==> src/rtl/rr_burst_arbiter.sv <==
// rr_burst_arbiter
//   Round-robin arbiter with burst locking for one shared downstream resource.
//   A registered grant is held until the burst completes (ack_i & last_i), the
//   granted port withdraws its request, or MAX_HOLD beats have been acknowledged.
//   On release, priority rotates to the port after the one just served, and a new
//   winner is granted on the same edge (no bubble between bursts).
//
// Ports
//   clk_i        clock, rising edge
//   rst_ni       asynchronous active-low reset
//   req_i        per-port request, level sensitive
//   ack_i        resource accepted a beat from the granted port this cycle
//   last_i       qualifies ack_i; final beat of the burst
//   gnt_o        registered one-hot grant, or zero
//   gnt_valid_o  |gnt_o
//   gnt_id_o     index of the granted port, 0 when no grant
module rr_burst_arbiter #(
  parameter int unsigned NUM_PORTS = 4,
  parameter int unsigned MAX_HOLD  = 16
) (
  input  logic                         clk_i,
  input  logic                         rst_ni,
  input  logic [NUM_PORTS-1:0]         req_i,
  input  logic                         ack_i,
  input  logic                         last_i,
  output logic [NUM_PORTS-1:0]         gnt_o,
  output logic                         gnt_valid_o,
  output logic [$clog2(NUM_PORTS)-1:0] gnt_id_o
);

  localparam int unsigned IdW = $clog2(NUM_PORTS);
  localparam logic [7:0] HoldLast = 8'(MAX_HOLD - 1);
  localparam logic [NUM_PORTS-1:0] OneHot0 = {{(NUM_PORTS-1){1'b0}}, 1'b1};

  typedef enum logic [0:0] {StIdle, StBusy} state_e;

  state_e           state;
  logic [IdW-1:0]   ptr;
  logic [7:0]       cnt;

  logic [IdW-1:0]   next_ptr;
  logic [IdW-1:0]   start;
  logic [IdW-1:0]   idx;
  logic [IdW-1:0]   win_id;
  logic             win_found;
  logic             release_now;

  // Pointer that takes effect if the current grant is released this cycle.
  always_comb begin
    next_ptr = '0;
    if (gnt_id_o != IdW'(NUM_PORTS - 1)) begin
      next_ptr = gnt_id_o + 1'b1;
    end
  end

  // In IDLE arbitrate from ptr; in BUSY arbitrate from the post-release pointer so
  // the port being released is searched last and only wins as sole requester.
  always_comb begin
    start     = (state == StIdle) ? ptr : next_ptr;
    win_found = 1'b0;
    win_id    = '0;
    idx       = '0;
    for (int unsigned k = 0; k < NUM_PORTS; k++) begin
      idx = IdW'((32'(start) + k) % NUM_PORTS);
      if (!win_found && req_i[idx]) begin
        win_found = 1'b1;
        win_id    = idx;
      end
    end
  end

  assign release_now = (ack_i & last_i) | ~req_i[gnt_id_o] | (ack_i & (cnt == HoldLast));

  always_ff @(posedge clk_i or negedge rst_ni) begin
    if (!rst_ni) begin
      state       <= StIdle;
      ptr         <= '0;
      cnt         <= '0;
      gnt_o       <= '0;
      gnt_valid_o <= 1'b0;
      gnt_id_o    <= '0;
    end else begin
      unique case (state)
        StIdle: begin
          // ack_i/last_i have no meaning without a grant.
          if (win_found) begin
            state       <= StBusy;
            cnt         <= '0;
            gnt_o       <= OneHot0 << win_id;
            gnt_valid_o <= 1'b1;
            gnt_id_o    <= win_id;
          end
        end
        StBusy: begin
          if (release_now) begin
            ptr <= next_ptr;
            cnt <= '0;
            if (win_found) begin
              gnt_o       <= OneHot0 << win_id;
              gnt_valid_o <= 1'b1;
              gnt_id_o    <= win_id;
            end else begin
              state       <= StIdle;
              gnt_o       <= '0;
              gnt_valid_o <= 1'b0;
              gnt_id_o    <= '0;
            end
          end else if (ack_i) begin
            cnt <= cnt + 8'd1;
          end
        end
        default: begin
          state <= StIdle;
        end
      endcase
    end
  end

endmodule

==> config.mk <==
export PLATFORM = sky130hd
export DESIGN_NAME = rr_burst_arbiter
export DESIGN_NICKNAME = d
export VERILOG_FILES = /design/src/rtl/rr_burst_arbiter.sv
export SDC_FILE = /design/constraint.sdc
export NUM_CORES = 1
export LEC_CHECK = 0
export ABC_CLOCK_PERIOD_IN_PS = 2290
export BUFFER_PORTS_ARGS = -buffer_cell sky130_fd_sc_hd__buf_4
export CAP_MARGIN = 25
export CORE_MARGIN = 4
export CORE_UTILIZATION = 30
export CTS_CLUSTER_SIZE = 28
export DETAILED_ROUTE_END_ITERATION = 16
export MAX_ROUTING_LAYER = met4
export PLACE_DENSITY_LB_ADDON = 0.1
export SYNTH_ARGS = -nofsm -noshare
export SYNTH_HDL_FRONTEND = slang
export SYNTH_SLANG_ARGS = --single-unit
==> constraint.sdc <==
create_clock -name clk_i -period 2.29 [get_ports clk_i]
set_clock_uncertainty 0.05 [all_clocks]
set_input_delay 0.229 -clock clk_i [delete_from_list [all_inputs] [get_ports clk_i]]
set_output_delay 0.229 -clock clk_i [all_outputs]
set_load 0.02 [all_outputs]
==> results of run 1 <==
-- synth_stat cells (2+ instances only) --
library cell and count:
a211oi_1 6, a21oi_1 2, nand4_1 2, and3_1 2, a32o_1 2, mux2i_1 3
or4_1 2, dfrtp_1 18, ha_1 2, inv_1 5, buf_2 2, nand3_1 2
nand2_1 14, nor2_1 5, xnor2_1 3, o31ai_1 4, nand2b_1 2, o21ai_0 8
-- state kept, by name, summed over array words and instances, names as in the netlist --
| signal | flops |
|---|---|
| ptr | 2 |
| cnt | 8 |
| gnt_id_o | 2 |
| gnt_valid_o | 1 |
| state | 1 |
| gnt_o | 4 |
-- tightest hold or removal path, stage by stage --
cell and delay, ns:
buf_4 0.13, nand2_1 0.07, o31ai_1 0.07
-- worst max-delay path by stage --
stage | from | to | cells past startpoint
floorplan | gnt_id_o[0] | gnt_o[1] | 6
global placement | gnt_id_o[0] | gnt_o[1] | 6
detailed placement | gnt_id_o[0] | gnt_o[1] | 6
CTS | gnt_id_o[0] | gnt_o[1] | 6
global route | gnt_id_o[0] | gnt_o[1] | 6
finish | gnt_id_o[0] | gnt_o[1] | 6
-- cell type report --
cell class / instances / area (um2) / share of cell area
clock buffers: 4 / 36.28 / 0.02860
inverters: 5 / 18.77 / 0.01479
multi-input cells: 84 / 590.6 / 0.4655
flip-flops and latches: 18 / 450.4 / 0.3550
well taps: 46 / 57.56 / 0.04536
repair buffers: 15 / 115.1 / 0.09073
-- per-layer routing --
layer  global-route usage  up-vias
met1               0.1604      473
li1                     -      450
met4              0.02730        0
met2               0.2094       20
met3              0.03941        2
met5                    -        -
-- per-stage QoR --
stage | cell area [um2] | cells
finish | 1269 | 172
global route | 1269 | 172
CTS | 1269 | 172
detailed placement | 1222 | 167
global placement | 1222 | 167
floorplan | 1077 | 110
-- logic make-up (layout without fill, tap and decap cells) --
| family | Yosys count | after routing | share of synthesized area |
|---|---|---|---|
| buffers and inverters | 8 | 24 | 0.03369 |
| DFF | 18 | 18 | 0.4181 |
| muxes | 5 | 5 | 0.06272 |
| adders and majority gates | 2 | 2 | 0.02323 |
| AOI/OAI and AO/OA | 34 | 34 | 0.2358 |
| xor gates and xnor gates | 3 | 3 | 0.02439 |
| and+or+nand+nor | 40 | 40 | 0.2021 |
-- report_power, final --
part           internal, mW  total, mW  switching (mW)  leakage (nW)
Combinational         0.315      0.698           0.383         0.299
Sequential            0.406      0.500          0.0941         0.230
Clock                0.0969      0.203           0.106        0.0210
Total                 0.818       1.40           0.583         0.551
==> out/results.txt, run 1 <==
die height = 67.93 um
worst hold path endpoint = cnt[2]
drt pass-1 iters = 4
Buf/Inv on CP = 0
R2R Setup Slk = 0.24 ns
num rows = 21
Synth async-reset ratio = 1.000
vias in the first global route = 938
setup TNS = 0 ns
Tightest Pin Transition = 0.4864 ns
Avg Cell Area, Syn = 9.793 um2
commonest non-fill, non-tap cell in the layout = dfrtp_1
remaining antenna violation count after routing = 0
final-report hold violation count = 0
clock insertion delay at the later pin of the skew report = 0.30 ns
post-CTS sizing = 0
fin crit share = 0.8971
Die ar. = 0.004614 mm2
startpoint types = flip-flop
FF-to-FF path depth = 6
sequential-to-total area share from yosys stat = 0.4181
Max clock buf depth = 2
largest area contributor in the netlist = dfrtp_1
VDD IR max = 452.7 uV
first-pass GRT wire length = 4.402 mm
Core Util, Final = 0.3743
antenna diode count = 0
Max stage delay on crit path = 0.48 ns
Hold Path Stages = 3
number of synthesized flops with an enable pin = 0
outcome = finished, final reports clean
total I/O pin count = 15
clock buffer count from CTS = 3
GPL Wtd Cong = 0.8626
LEAKAGE = 0.5506 nW
Reg-to-Reg Start = gnt_id_o[0]
Filler Cells Inserted = 348
Slew HR = 0.6754
cell-by-cell trace of the critical path = ha_1 -> mux2i_1 -> a211oi_1 -> a31oi_1 -> o221a_2 -> o32ai_1
post-synthesis register bit count = 18
CP required = 2.44 ns
Max Cap Viol = 0
Crit-path slowest cell = dfrtp_1
Hold Path Class = in -> reg
critical path class = reg -> reg
Critical Path AT = 2.20 ns
dominant synthesized flop cell = dfrtp_1
total design power = 1.402 mW
vias per cell = 5.494
Finish-stage setup viols = 0
RSZ-0062 raised after global routing = false
Yosys top cell area share = 0.4181
final hold slack = 0.1684 ns
Slew Limit Fails = 0
DRC Markers = 0
r2r endpoint = gnt_o[1]
f_max = 486.8 MHz
core area = 0.003390 mm2
cells after synthesis = 110
most frequent cells in the layout = dfrtp_1, nand2_1, buf_4, o21ai_0, a211oi_1
Iter 0 DRT Violations = 47
drt wl/cell = 15.17 um
Synth warnings = 0
Nets = 137
synthesized area = 0.001077 mm2
CP top delay family = compound AO/OA/AOI/OAI gates
final wirelength = 2.609 mm
met3 routed wirelength = 112 um
Detail Placement HPWL = 1.951 mm
Synth area leaders = dfrtp_1, nand2_1, a211oi_1
antenna violations before repair = 0
Starting Density = 0.3178
hold path start = ack_i
Clock Tree Root = clkbuf_4
clk slew on worst S/H paths = 0.11 ns
share of layout cells above drive strength 1 = 0.2381
# port buffers = 14
CP Capture Type = flip-flop
DRT met1 WL = 1.237 mm
pre-CTS WS = 0.2697 ns
Vias = 945
Layout area overhead = 17.77%
Highest Signal Layer = met4
CP Max Fanout = 8
met2 wire len = 1.242 mm
Final WS setup = 0.2356 ns
Cell Pwr Density = 1105 mW/mm2
Syn Nets = 120
Yosys cell types = 44
clock sink count = 18
width of the die = 67.93 um
total grt overflow = 0
largest net degree at the start of global routing = 19
Total GRT Usage = 0.1299
Tmin final = 2.054 ns
H-tree depth reported by CTS = 1
postcts setup bufs = 0
CTS tree = done
hold_buf cts = 1
Power figures use the tool's default switching activity.
==> run 2, diff against run 1 <==
--- a/config.mk
+++ b/config.mk
@@ -9,7 +9,7 @@
 export BUFFER_PORTS_ARGS = -buffer_cell sky130_fd_sc_hd__buf_4
 export CAP_MARGIN = 25
 export CORE_MARGIN = 4
-export CORE_UTILIZATION = 30
+export CORE_UTILIZATION = 50
 export CTS_CLUSTER_SIZE = 28
 export DETAILED_ROUTE_END_ITERATION = 16
 export MAX_ROUTING_LAYER = met4
==> out/results.txt, run 2 (same netlist as run 1, synthesis figures left out) <==
outcome = finished, final reports clean
drt pass-1 iters = 4
CTS tree = done
Tightest Pin Transition = 0.5074 ns
clock insertion delay at the later pin of the skew report = 0.29 ns
drt wl/cell = 16.06 um
Max Cap Viol = 0
antenna diode count = 0
critical path class = reg -> reg
H-tree depth reported by CTS = 1
biggest regs = cnt x8, gnt_o x4
VDD IR max = 697.0 uV
DRC Markers = 0
total design power = 1.408 mW
Slew HR = 0.6614
startpoint types = flip-flop
final wirelength = 2.457 mm
num rows = 16
remaining antenna violation count after routing = 0
# port buffers = 14
Nets = 137
FF-to-FF path depth = 6
Cell Pwr Density = 1131 mW/mm2
largest net degree at the start of global routing = 19
width of the die = 54.42 um
f_max = 475.5 MHz
Finished Layout Cells = 153
Filler Cells Inserted = 182
total I/O pin count = 15
Max clock buf depth = 2
postcts setup bufs = 0
fin crit share = 0.9184
LEAKAGE = 0.5506 nW
Most flops, register = cnt
vias per cell = 6.085
RSZ-0062 raised after global routing = false
die height = 54.42 um
Tmin final = 2.103 ns
Clock Tree Root = clkbuf_4
Critical Path AT = 2.25 ns
core area = 0.002002 mm2
GPL Wtd Cong = 0.9208
final-report hold violation count = 0
total grt overflow = 0
Vias = 931
Inst Count DP = 148
setup TNS = 0 ns
Finish-stage setup viols = 0
max reg flops = 8
Layout area overhead = 15.56%
final hold slack = 0.1884 ns
Iter 0 DRT Violations = 31
commonest non-fill, non-tap cell in the layout = dfrtp_1
clock buffer count from CTS = 3
share of layout cells above drive strength 1 = 0.2381
CP required = 2.44 ns
Hold Path Stages = 3
Core Util, Final = 0.6219
Hold Path Class = in -> reg
Slew Limit Fails = 0
CP Capture Type = flip-flop
Total GRT Usage = 0.2028
vias in the first global route = 866
CP Max Fanout = 8
Die ar. = 0.002961 mm2
antenna violations before repair = 0
clk slew on worst S/H paths = 0.10 ns
clock sink count = 18
most frequent cells in the layout = dfrtp_1, nand2_1, buf_4, o21ai_0, a211oi_1
Starting Density = 0.5381
first-pass GRT wire length = 4.181 mm
[run 2: repair_timing]
item,CTS,global route
hold buffers,1,0
hold endpoints to repair,18,0
resized for setup,0,0
[run 2: metal layers]
layer | global-route usage | routed length, um | vias up
met3 | 0.06267 | 175 | 2
met4 | 0.03320 | 9 | 0
met5 | - | 0 | -
met1 | 0.2978 | 1225 | 446
met2 | 0.2749 | 1046 | 35
li1 | - | - | 448
[run 2: path summary, 6_finish.rpt]
path / startpoint / to / slack (ns)
worst max-delay path: gnt_id_o[0] / gnt_o[1] / 0.19
max in group asynchronous: rst_ni / gnt_o[2] / 1.72
worst min register to register: gnt_valid_o / gnt_valid_o / 0.45
worst min-delay path: ack_i / cnt[2] / 0.19
worst max register to register: gnt_id_o[0] / gnt_o[1] / 0.19
min in group asynchronous: rst_ni / gnt_id_o[0] / 0.27
[run 2: where the power goes]
| part | total (mW) | internal (mW) | switching (mW) |
|---|---|---|---|
| clock network | 0.196 | 0.0969 | 0.0991 |
| logic | 0.706 | 0.316 | 0.391 |
| registers | 0.506 | 0.406 | 0.0995 |
[run 2: layout make-up]
cell class	instances	area, um2	area share
multi-input cells	84	590.6	0.4744
flip-flops and latches	18	450.4	0.3618
repair buffers	15	115.1	0.09246
clock buffers	4	36.28	0.02915
well taps	27	33.78	0.02714
inverters	5	18.77	0.01508
[run 2: stage by stage]
stage	worst slack (ns)	area (um2)
2_1_floorplan	0.3466	1077
3_3_place_gp	0.3352	1199
3_5_place_dp	0.2437	1199
4_1_cts	0.2125	1245
5_1_grt	0.002605	1245
6_report	0.1869	1245
[run 2: critical path, cell delays in order (launching register included)]
cell and delay, ns:
dfrtp_1 0.49, ha_1 0.40, mux2i_1 0.15, a211oi_1 0.25, a31oi_1 0.09, o221a_2 0.30
o32ai_1 0.29
==> run 3, diff against run 2 <==
--- a/config.mk
+++ b/config.mk
@@ -13,7 +13,7 @@
 export CTS_CLUSTER_SIZE = 28
 export DETAILED_ROUTE_END_ITERATION = 16
 export MAX_ROUTING_LAYER = met4
-export PLACE_DENSITY_LB_ADDON = 0.1
+export PLACE_DENSITY = 0.71
 export SYNTH_ARGS = -nofsm -noshare
 export SYNTH_HDL_FRONTEND = slang
 export SYNTH_SLANG_ARGS = --single-unit
==> out/results.txt, run 3 (same netlist as run 1, synthesis figures left out) <==
outcome = finished, final reports clean
Most flops, register = cnt
Nets = 137
setup TNS = 0 ns
postcts setup bufs = 0
Critical Path AT = 2.21 ns
total grt overflow = 0
sequential share of power = 0.360
# port buffers = 14
total I/O pin count = 15
clock sink count = 18
antenna violations before repair = 0
fin crit share = 0.8987
drt pass-1 iters = 6
die height = 54.42 um
post-route cell area = 0.001245 mm2
Cell Pwr Density = 1129 mW/mm2
commonest non-fill, non-tap cell in the layout = dfrtp_1
CP Max Fanout = 8
final hold slack = 0.1636 ns
Sw Ratio = 0.4173
Starting Density = 0.5381
CP top delay family = compound AO/OA/AOI/OAI gates
Finish-stage setup viols = 0
DRC Markers = 0
biggest regs = cnt x8, gnt_o x4
Layout area overhead = 15.56%
VDD IR max = 771.1 uV
antenna diode count = 0
final-report hold violation count = 0
H-tree depth reported by CTS = 1
Hold Path Class = in -> reg
GPL Wtd Cong = 0.8923
Tightest Pin Transition = 0.5299 ns
share of layout cells above drive strength 1 = 0.2381
largest net degree at the start of global routing = 19
Crit-path slowest cell = dfrtp_1
Total GRT Usage = 0.2075
sw power = 0.5865 mW
Die ar. = 0.002961 mm2
critical path class = reg -> reg
Tmin final = 2.058 ns
Max stage delay on crit path = 0.48 ns
final wirelength = 2.422 mm
clock power share = 0.143
LEAKAGE = 0.5506 nW
drt wl/cell = 15.83 um
remaining antenna violation count after routing = 0
Slew Limit Fails = 0
clk slew on worst S/H paths = 0.10 ns
Final WS setup = 0.2319 ns
clock buffer count from CTS = 3
Detail Placement HPWL = 1.816 mm
Clock Tree Root = clkbuf_4
vias per cell = 6.124
Slew HR = 0.6467
Internal Power = 0.8192 mW
cell-by-cell trace of the critical path = ha_1 -> mux2i_1 -> a211oi_1 -> a31oi_1 -> o221a_2 -> o32ai_1
Core Util, Final = 0.6219
clock insertion delay at the later pin of the skew report = 0.30 ns
CP required = 2.45 ns
vias in the first global route = 924
Max Cap Viol = 0
startpoint types = flip-flop
width of the die = 54.42 um
max reg flops = 8
CTS tree = done
Combinational Power Share = 0.498
Area after DPL = 0.001199 mm2
pre-CTS WS = 0.2649 ns
most frequent cells in the layout = dfrtp_1, nand2_1, buf_4, o21ai_0, a211oi_1
RSZ-0062 raised after global routing = false
first-pass GRT wire length = 4.243 mm
Iter 0 DRT Violations = 14
Buf/Inv on CP = 0
Max clock buf depth = 2
CP Capture Type = flip-flop
f_max = 485.9 MHz
num rows = 16
Vias = 937
core area = 0.002002 mm2
run 3: cell counts in the layout (fill, tap and decap cells not counted):
No cell type changed its count.
run 3: path summary, 6_finish.rpt:
path,cells after the start,slack (ns),from,endpoint
worst max-delay path,6,0.23,gnt_id_o[0],gnt_o[1]
worst min-delay path,3,0.16,ack_i,cnt[2]
worst max register to register,6,0.23,gnt_id_o[0],gnt_o[1]
worst min register to register,2,0.45,gnt_valid_o,gnt_valid_o
max in group asynchronous,2,1.72,rst_ni,gnt_id_o[1]
min in group asynchronous,2,0.27,rst_ni,cnt[4]
run 3: worst reg2reg max path, stage by stage, from the launching register on:
cell and delay [ns]:
dfrtp_1 0.48, ha_1 0.39, mux2i_1 0.15, a211oi_1 0.25, a31oi_1 0.09, o221a_2 0.29
o32ai_1 0.27
run 3: per-stage QoR:
| stage | cells | power [mW] |
|---|---|---|
| final | 153 | 1.406 |
| after global routing | 153 | 1.515 |
| after CTS | 153 | 1.417 |
| after detailed placement | 148 | 1.207 |
| after global placement | 148 | 1.196 |
| after floorplan | 110 | 0.9895 |
run 3: routing by layer:
metal,GRT usage,routed length [um],share of wire,vias up
met5,-,0,0,-
met4,0.09129,36,0.015,0
met3,0.03542,156,0.064,4
met2,0.3068,1144,0.47,30
met1,0.2782,1085,0.45,454
li1,-,-,-,449
run 3: power by group through the flow:
stage	logic, mW	clock network, mW	registers (mW)
after global placement	0.691	0	0.505
after CTS	0.702	0.210	0.505
after detailed placement	0.697	0	0.510
after floorplan	0.442	0	0.548
final	0.700	0.201	0.505
after global routing	0.768	0.226	0.521
run 3: repair_timing:
item,CTS,global route
endpoints found under the hold margin,18,0
resized for setup,0,0
setup endpoints to repair,0,0
hold buffers,1,0
run 3: area by class of cell:
class	count	area (um2)
fillers	187	757.0
multi-input cells	84	590.6
flip-flops and latches	18	450.4
repair buffers	15	115.1
clock buffers	4	36.28
well taps	27	33.78
inverters	5	18.77
